`src/rtl/sincpde_div_seq_if.sv`:
```
// Request/result bundle between the DFS core and the sincpde divider.
interface sincpde_div_seq_if #(
    parameter int unsigned NW = 48,
    parameter int unsigned QW = 18
);
    logic                 sync_in;
    logic signed [NW-1:0] N;
    logic signed [NW-1:0] D;
    logic                 sync_out;
    logic signed [QW-1:0] Q;
    logic                 busy;
    logic                 overrun;

    modport master (
        output sync_in, N, D,
        input  sync_out, Q, busy, overrun
    );

    modport slave (
        input  sync_in, N, D,
        output sync_out, Q, busy, overrun
    );
endinterface

```
`src/rtl/sincpde_div_seq.sv`:
```
// Fixed-latency signed restoring divider with saturated QW-bit quotient.
module sincpde_div_seq #(
    parameter int unsigned NW = 48,
    parameter int unsigned QW = 18
) (
    input  logic            clk,
    input  logic            rst,
    sincpde_div_seq_if.slave bus
);
    localparam int unsigned CW = $clog2(QW);
    localparam int unsigned WW = NW + QW;

    localparam logic [1:0] S_IDLE = 2'd0;
    localparam logic [1:0] S_PREP = 2'd1;
    localparam logic [1:0] S_ITER = 2'd2;
    localparam logic [1:0] S_DONE = 2'd3;

    localparam logic [QW-1:0] QMAX = {1'b0, {(QW-1){1'b1}}};
    localparam logic [QW-1:0] QMIN = {1'b1, {(QW-1){1'b0}}};

    logic [1:0]    state, state_nxt;
    logic          accept_c, overrun_set_c;

    logic [NW-1:0] n_reg, d_reg;
    logic          sgn, ovf;
    logic [NW-1:0] rem;
    logic [WW-1:0] dsh;
    logic [QW-1:0] qmag;
    logic [CW-1:0] cnt;

    logic [QW-1:0] q_r;
    logic          sync_out_r, busy_r, overrun_r;

    logic [NW-1:0] n_mag_c, d_mag_c;
    logic          ovf_c, trial_c;
    logic [QW-1:0] q_sat_c;

    // State register.
    always_ff @(posedge clk) begin
        if (rst) state <= S_IDLE;
        else     state <= state_nxt;
    end

    // Next state and request acceptance; DONE may take a back-to-back request.
    always_comb begin
        state_nxt     = state;
        accept_c      = 1'b0;
        overrun_set_c = 1'b0;
        case (state)
            S_IDLE: begin
                if (bus.sync_in) begin
                    accept_c  = 1'b1;
                    state_nxt = S_PREP;
                end
            end
            S_PREP: begin
                overrun_set_c = bus.sync_in;
                state_nxt     = S_ITER;
            end
            S_ITER: begin
                overrun_set_c = bus.sync_in;
                if (cnt == '0) state_nxt = S_DONE;
            end
            S_DONE: begin
                if (bus.sync_in) begin
                    accept_c  = 1'b1;
                    state_nxt = S_PREP;
                end else begin
                    state_nxt = S_IDLE;
                end
            end
            default: state_nxt = S_IDLE;
        endcase
    end

    // Magnitudes, overflow detection, trial subtraction and final saturation.
    always_comb begin
        n_mag_c = n_reg[NW-1] ? NW'(-n_reg) : n_reg;
        d_mag_c = d_reg[NW-1] ? NW'(-d_reg) : d_reg;
        ovf_c   = (d_mag_c == '0) ||
                  ({{QW{1'b0}}, n_mag_c} >= {d_mag_c, {QW{1'b0}}});
        trial_c = ({{QW{1'b0}}, rem} >= dsh);
        if (ovf)
            q_sat_c = sgn ? QMIN : QMAX;
        else if (!sgn)
            q_sat_c = qmag[QW-1] ? QMAX : qmag;
        else
            q_sat_c = (qmag > QMIN) ? QMIN : QW'(-qmag);
    end

    // Operand capture and shift-subtract datapath, one quotient bit per ITER cycle.
    always_ff @(posedge clk) begin
        if (rst) begin
            n_reg <= '0;
            d_reg <= '0;
            sgn   <= 1'b0;
            ovf   <= 1'b0;
            rem   <= '0;
            dsh   <= '0;
            qmag  <= '0;
            cnt   <= '0;
        end else begin
            if (accept_c) begin
                n_reg <= bus.N;
                d_reg <= bus.D;
                sgn   <= bus.N[NW-1] ^ bus.D[NW-1];
            end
            if (state == S_PREP) begin
                ovf  <= ovf_c;
                rem  <= n_mag_c;
                dsh  <= {1'b0, d_mag_c, {(QW-1){1'b0}}};
                qmag <= '0;
                cnt  <= CW'(QW - 1);
                // Divide by zero saturates on the numerator sign alone.
                if (d_mag_c == '0) sgn <= n_reg[NW-1];
            end
            if (state == S_ITER) begin
                if (trial_c) rem <= rem - NW'(dsh);
                qmag <= {qmag[QW-2:0], trial_c};
                dsh  <= dsh >> 1;
                cnt  <= cnt - CW'(1);
            end
        end
    end

    // Registered outputs: result/strobe on leaving DONE, busy tracks next state.
    always_ff @(posedge clk) begin
        if (rst) begin
            q_r        <= '0;
            sync_out_r <= 1'b0;
            busy_r     <= 1'b0;
            overrun_r  <= 1'b0;
        end else begin
            sync_out_r <= (state == S_DONE);
            if (state == S_DONE) q_r <= q_sat_c;
            busy_r <= (state_nxt != S_IDLE);
            if (overrun_set_c) overrun_r <= 1'b1;
        end
    end

    assign bus.Q        = q_r;
    assign bus.sync_out = sync_out_r;
    assign bus.busy     = busy_r;
    assign bus.overrun  = overrun_r;
endmodule

```
`src/flat_wrapper.sv`:
```
// flat-port wrapper written by rule: the top's interface ports become plain ports
module sincpde_div_seq_flat 
#(
    parameter int unsigned NW = 48,
    parameter int unsigned QW = 18
)
  (clk, rst, bus_sync_in, bus_N, bus_D, bus_sync_out, bus_Q, bus_busy, bus_overrun);
  sincpde_div_seq_if #(.NW(NW), .QW(QW)) bus_i ();
  input  logic clk;
  input  logic rst;
  input wire logic [$bits(bus_i.sync_in)-1:0] bus_sync_in;
  input wire logic [$bits(bus_i.N)-1:0] bus_N;
  input wire logic [$bits(bus_i.D)-1:0] bus_D;
  output wire logic [$bits(bus_i.sync_out)-1:0] bus_sync_out;
  output wire logic [$bits(bus_i.Q)-1:0] bus_Q;
  output wire logic [$bits(bus_i.busy)-1:0] bus_busy;
  output wire logic [$bits(bus_i.overrun)-1:0] bus_overrun;
  assign bus_i.sync_in = bus_sync_in;
  assign bus_i.N = bus_N;
  assign bus_i.D = bus_D;
  assign bus_sync_out = bus_i.sync_out;
  assign bus_Q = bus_i.Q;
  assign bus_busy = bus_i.busy;
  assign bus_overrun = bus_i.overrun;
  sincpde_div_seq #(.NW(NW), .QW(QW)) u_core (.clk(clk), .rst(rst), .bus(bus_i));
endmodule
```
`config.mk`:
```
export PLATFORM = sky130hd
export DESIGN_NAME = sincpde_div_seq_flat
export DESIGN_NICKNAME = d
export VERILOG_FILES = /design/src/rtl/sincpde_div_seq_if.sv /design/src/rtl/sincpde_div_seq.sv /design/src/flat_wrapper.sv
export SDC_FILE = /design/constraint.sdc
export NUM_CORES = 1
export LEC_CHECK = 0
export CAP_MARGIN = 5
export CORE_MARGIN = 2
export CORE_UTILIZATION = 55
export DETAILED_ROUTE_END_ITERATION = 16
export GPL_TIMING_DRIVEN = 0
export PLACE_DENSITY = 0.75
export SYNTH_ARGS = -nofsm -noshare
export SYNTH_HDL_FRONTEND = slang
export SYNTH_SLANG_ARGS = --single-unit
export TNS_END_PERCENT = 5
```
`constraint.sdc`:
```
create_clock -name clk -period 5.4 [get_ports clk]
set_clock_uncertainty 0.2 [all_clocks]
set_input_delay 1.08 -clock clk [delete_from_list [all_inputs] [get_ports clk]]
set_output_delay 1.08 -clock clk [all_outputs]
set_load 0.01 [all_outputs]
```
* Word level (Yosys, flattened, before mapping)
Cells that the tools add are included.
** Operators by class
- Reductions and logical operators :: 8
- Equality and inequality tests :: 3
- Bitwise operators :: 1
- Muxes and demuxes :: 26
- Order comparisons :: 3
- Add/subtract/negate cells :: 5
** Operator list (number)
- $mux W48 :: 5
- $mux W65 :: 2
- $mux W18 :: 6
- $neg A48 Y48 :: 2
- $ge A48 B66 Y1 :: 1
- $ge A48 B65 Y1 :: 1
- $logic_not A48 Y1 :: 1
- $sub A48 B48 Y48 :: 1
- $gt A18 B18 Y1 const B :: 1
- $neg A18 Y18 :: 1
- $mux W17 :: 1
- $mux W5 :: 2
- $pmux W2 S4 :: 1
- $mux W1 :: 7
- $logic_not A5 Y1 :: 1
- $sub A5 B1 Y5 const B :: 1
- $eq A2 B2 Y1 const B :: 2
- $mux W2 :: 2
- $reduce_bool A2 Y1 :: 2
- $reduce_or A2 Y1 :: 2
- $eq A2 B1 Y1 const B :: 1
- $logic_not A2 Y1 :: 1
- $logic_or A1 B1 Y1 :: 1
- $xor A1 B1 Y1 :: 1
** Word-level totals
- Output and inout bits :: 21
- Word-level logic and storage cells :: 59
- Register bits after elaboration :: 257
- Input port bits :: 99

* Logic depth before layout (Yosys ltp)
- Word-level depth :: 6
- Gate-level depth with buffers :: 19
- Gate-level depth less buffers :: 18

* Worst setup path after synthesis
Ideal clock, no wire load.
- Path kind :: reg2reg
- From :: register u_core.n_reg[14]
- To :: register u_core.ovf
- Setup slack :: 0.911 ns
- Data arrival time :: 4.157 ns
- Data required time :: 5.068 ns
- Buffers on the path :: 1
- Clock period less this slack :: 4.489 ns
- Cell stages (with the launch flop) :: 18
- Cells stage by stage :: dfxtp_1 -> clkbuf_1 -> or4_1 -> or3_1 -> or4_1 -> or3_1 -> o21ai_1 -> xnor2_1 -> ha_1 -> a21o_1 -> a21o_1 -> a21o_1 -> a21o_1 -> a21oi_1 -> nand4b_1 -> o21a_1 -> o21ai_1 -> a21oi_1
** On the way
- Word-level cells in the longest chain between the ends :: 4
** Ends and longest elaborated chain
- start: declaration :: line sincpde_div_seq.sv:24 : logic [NW-1:0] n_reg, d_reg;
- start signal: assignment :: line sincpde_div_seq.sv:104 : n_reg <= bus.N;
- $neg A48 Y48 :: line sincpde_div_seq.sv:78 : n_mag_c = n_reg[NW-1] ? NW'(-n_reg) : n_reg;
- $mux W48 * :: line sincpde_div_seq.sv:78
- $ge A48 B66 Y1 * :: line sincpde_div_seq.sv:81 : ({{QW{1'b0}}, n_mag_c} >= {d_mag_c, {QW{1'b0}}});
- $logic_or A1 B1 Y1 * :: line sincpde_div_seq.sv:80 : ovf_c = (d_mag_c == '0) ||
- end signal: assignment :: line sincpde_div_seq.sv:109 : ovf <= ovf_c;
- end: declaration :: line sincpde_div_seq.sv:25 : logic sgn, ovf;
Mark *: on every way between the ends. The rest lies on a longest branch, timed or not.
A chain may end at the register's enable or synchronous reset.

* Worst setup path after layout
Same ends and word-level chain as after synthesis.

==> results_dict.tcl <==
set metrics [dict create \
    buffer_ports.inserted 119 \
    slew_headroom 0.337 \
    first_global_vias 16200 \
    reg2reg_slack_ps 160 \
    antenna-diode-count 0 \
    cp_top_family "simple AND/OR/NAND/NOR gates" \
    dp_hpwl_um 40900 \
    final-hold-violation-count 0 \
    finalCritPeriodShare 0.970 \
    vias_per_cell 6.01 \
    share_seq_of_total_power 0.317 \
    detailedRoute.firstPassIterationCount 5 \
    start_kind "register" \
    worst_pin_slew_ps 994 \
    achievable-frequency_ghz 0.191 \
    clk_pin_slew_ps 60 \
    crit_path_frequent_cell "sky130_fd_sc_hd__nand4_1" \
    worstSetupPathType "reg2reg" \
    synth_area_um2 16900 \
    synth_cell_type_count 74 \
    synth-async-reset-ratio 0 \
    cts_setup_buffers 0 \
    synthFlopType "sky130_fd_sc_hd__dfxtp_1" \
    final_area_um2 19700 \
    crit_arrival_ps 5530 \
    cts-hold-fix-buffers 0 \
    post-route-drc-count 0 \
    nNetsFinal 2629 \
    gr-total-overflow 0 \
    largest_register_ff_count 65 \
    fp-row-count 64 \
    period_needed_ps 5240 \
    antenna_found_initial 0 \
    synth_warnings 0 \
    drt.antenna.violating_nets 0 \
    worst_path_max_delay_cell "sky130_fd_sc_hd__or4_1" \
    h_tree_depth 1 \
    flow.area_growth_from_synthesis_pct 16.4 \
    die_width_um 180 \
    layout_commonest_cell "sky130_fd_sc_hd__nand2_1" \
    drt_iter0_markers 1572 \
    io_pins 120 \
    insertion_delay_ps 570 \
    gp_routability_congestion 0.937 \
    final_cell_mix "385 x sky130_fd_sc_hd__nand2_1, 260 x sky130_fd_sc_hd__a21oi_1, 257 x sky130_fd_sc_hd__dfxtp_1" \
    initial_util 0.557 \
    worst_hold_path_type "reg2reg" \
    leakage_nw 7.34 \
    setup_viol_count_final 0 \
    yosys_register_bits 257 \
    critPathMaxFanout 8 \
    post_synth_inst_count 2292 \
    max-vdd-ir-drop_mv 0.259 \
    cts_max_path_buffers 3 \
    timing.final.max_slew_violations 0 \
    grt_setup_unrepaired "no" \
    drv.max_cap_violation_count 0 \
    internal-power_w 0.00428 \
    area_post_placement_um2 18600 \
    coreArea_um2 30400 \
    grt_start_max_net_pins 15 \
    synthesis.area_per_instance_um2 7.39 \
    totalWireLength_um 52800 \
    tritoncts_clock_tree "yes" \
    category_of_the_worst_setup_path_capture_point "register" \
    syn_nets 2478 \
    seq_area_frac_synth 0.304 \
    clk_root_buffer_cell "sky130_fd_sc_hd__clkbuf_16" \
    critical_path.n_buffers_inverters 2 \
    die_area_um2 32200 \
    power.density_nw_per_um2 344 \
    timing.critical_path.slowest_cell_delay_ps 620 \
    sw_frac_of_total 0.368 \
    power_w 0.00678 \
    largest_register "u_core.dsh" \
    synth_edf_count 0 \
    path_cells "clkbuf_1 -> or4_1 -> or3_1 -> or4_1 -> or2_1 -> clkbuf_1 -> o41ai_2 -> xnor2_1 -> ha_1 -> nand4_1 -> nor2_1 -> nand4_1 -> nor4_2 -> nand4_1 -> nor4_4 -> o21a_1 -> o21ai_1 -> a21oi_1" \
    floorplan.die.height_um 180 \
    dr_total_vias 17200 \
    p_switching_w 0.00250 \
    clkSinkCount 257 \
    combPwrFrac 0.369 \
    share_of_final_layout_standard_cells_stronger_than_drive_strength_1 0.0482 \
    numCtsBuffers 30 \
    grt_pass1_wl_um 84600 \
    clkPwrFrac 0.313 \
    drt-wirelength-per-cell_um 18.5 \
    status "complete, no violations" \
    crit_required_ps 5690 \
    global_route.usage.total 0.317 \
]
-- cells in the mapped netlist, drive strengths merged (7+ instances only) --
cell,number,area share
nand2,385,0.085
nor3b,11,0.0049
nand3,61,0.018
nand2b,14,0.0052
xor2,60,0.031
o31ai,32,0.014
buf,29,0.0089
a21o,30,0.013
nand3b,8,0.0035
xnor2,59,0.030
o21a,7,0.0031
nor2b,16,0.0059
or3,34,0.013
nor4,26,0.013
nand4,38,0.014
clkbuf,134,0.030
nor3,45,0.013
and3,8,0.0030
or4,27,0.013
a21oi,261,0.077
o211ai,36,0.016
nor2,170,0.038
inv,86,0.019
dfxtp,257,0.30
a31oi,7,0.0026
o41ai,19,0.011
o21ai,141,0.042
o21bai,10,0.0044
or2,26,0.0096
o32ai,7,0.0036
ha,86,0.063
a211oi,27,0.012
mux2i,64,0.038
-- area by class of cell --
cell class	instances	area, µm²
Multi-Input combinational cell	1784	10900
Clock buffer	41	873
Inverter	88	330
Fill cell	2785	10700
Clock inverter	15	169
Buffer	163	654
Tap cell	396	495
Timing Repair Buffer	119	1190
Sequential cell	257	5140
-- what timing repair did --
action                                  CTS  global route
endpoints found under the setup margin    1             1
pin swaps                                 0             1
gates resized for setup                   2             5
-- worst min-delay path, cell delays in order, from the launching register on --
cell	delay, ps
sky130_fd_sc_hd__dfxtp_1	310
sky130_fd_sc_hd__nor2_1	80
sky130_fd_sc_hd__nor3_1	40
-- logic make-up after synthesis --
family,share of synthesized area
and+or+nand+nor,0.250
AOI/OAI and AO/OA,0.221
DFF,0.304
buffers and inverters,0.0581
xor gates and xnor gates,0.0615
adders and majority gates,0.0647
muxes,0.0411
-- worst paths after layout --
| check | startpoint | end | depth (start not counted) |
|---|---|---|---|
| worst max-delay path | u_core.n_reg[14]$_SDFFE_PP0P_ | u_core.ovf$_SDFFE_PP0N_ | 18 |
| worst max register to register | u_core.n_reg[14]$_SDFFE_PP0P_ | u_core.ovf$_SDFFE_PP0N_ | 18 |
| worst min-delay path | u_core.bus.Q[5]$_SDFFE_PP0P_ | u_core.bus.Q[5]$_SDFFE_PP0P_ | 2 |
| worst min register to register | u_core.bus.Q[5]$_SDFFE_PP0P_ | u_core.bus.Q[5]$_SDFFE_PP0P_ | 2 |
-- power by group through the flow --
stage               Clock (W)  Sequential, W  Combinational, W
floorplan                   0        0.00215           0.00180
global placement            0        0.00218           0.00238
detailed placement          0        0.00219           0.00242
CTS                   0.00215        0.00215           0.00244
global route          0.00223        0.00217           0.00276
finish                0.00213        0.00215           0.00250
-- through the flow --
step                cells  setup WS (ps)  hold WS [ps]  TNS [ps]   util
floorplan            2292            911           245         0      -
CTS                  2863           42.4           276         0  0.647
finish               2863            161           276         0  0.648
global placement     2807           -270           257      -270  0.612
global route         2863           25.7           298         0  0.648
detailed placement   2807           -230           268      -230  0.612
-- per-layer routing --
metal	track usage	up-vias	wire, µm
met3	0.0448	107	3890
met2	0.511	665	23300
met5	0	-	0
met1	0.437	7987	23700
met4	0.104	0	1920
li1	-	8437	-
Power figures use the tool's default switching activity.
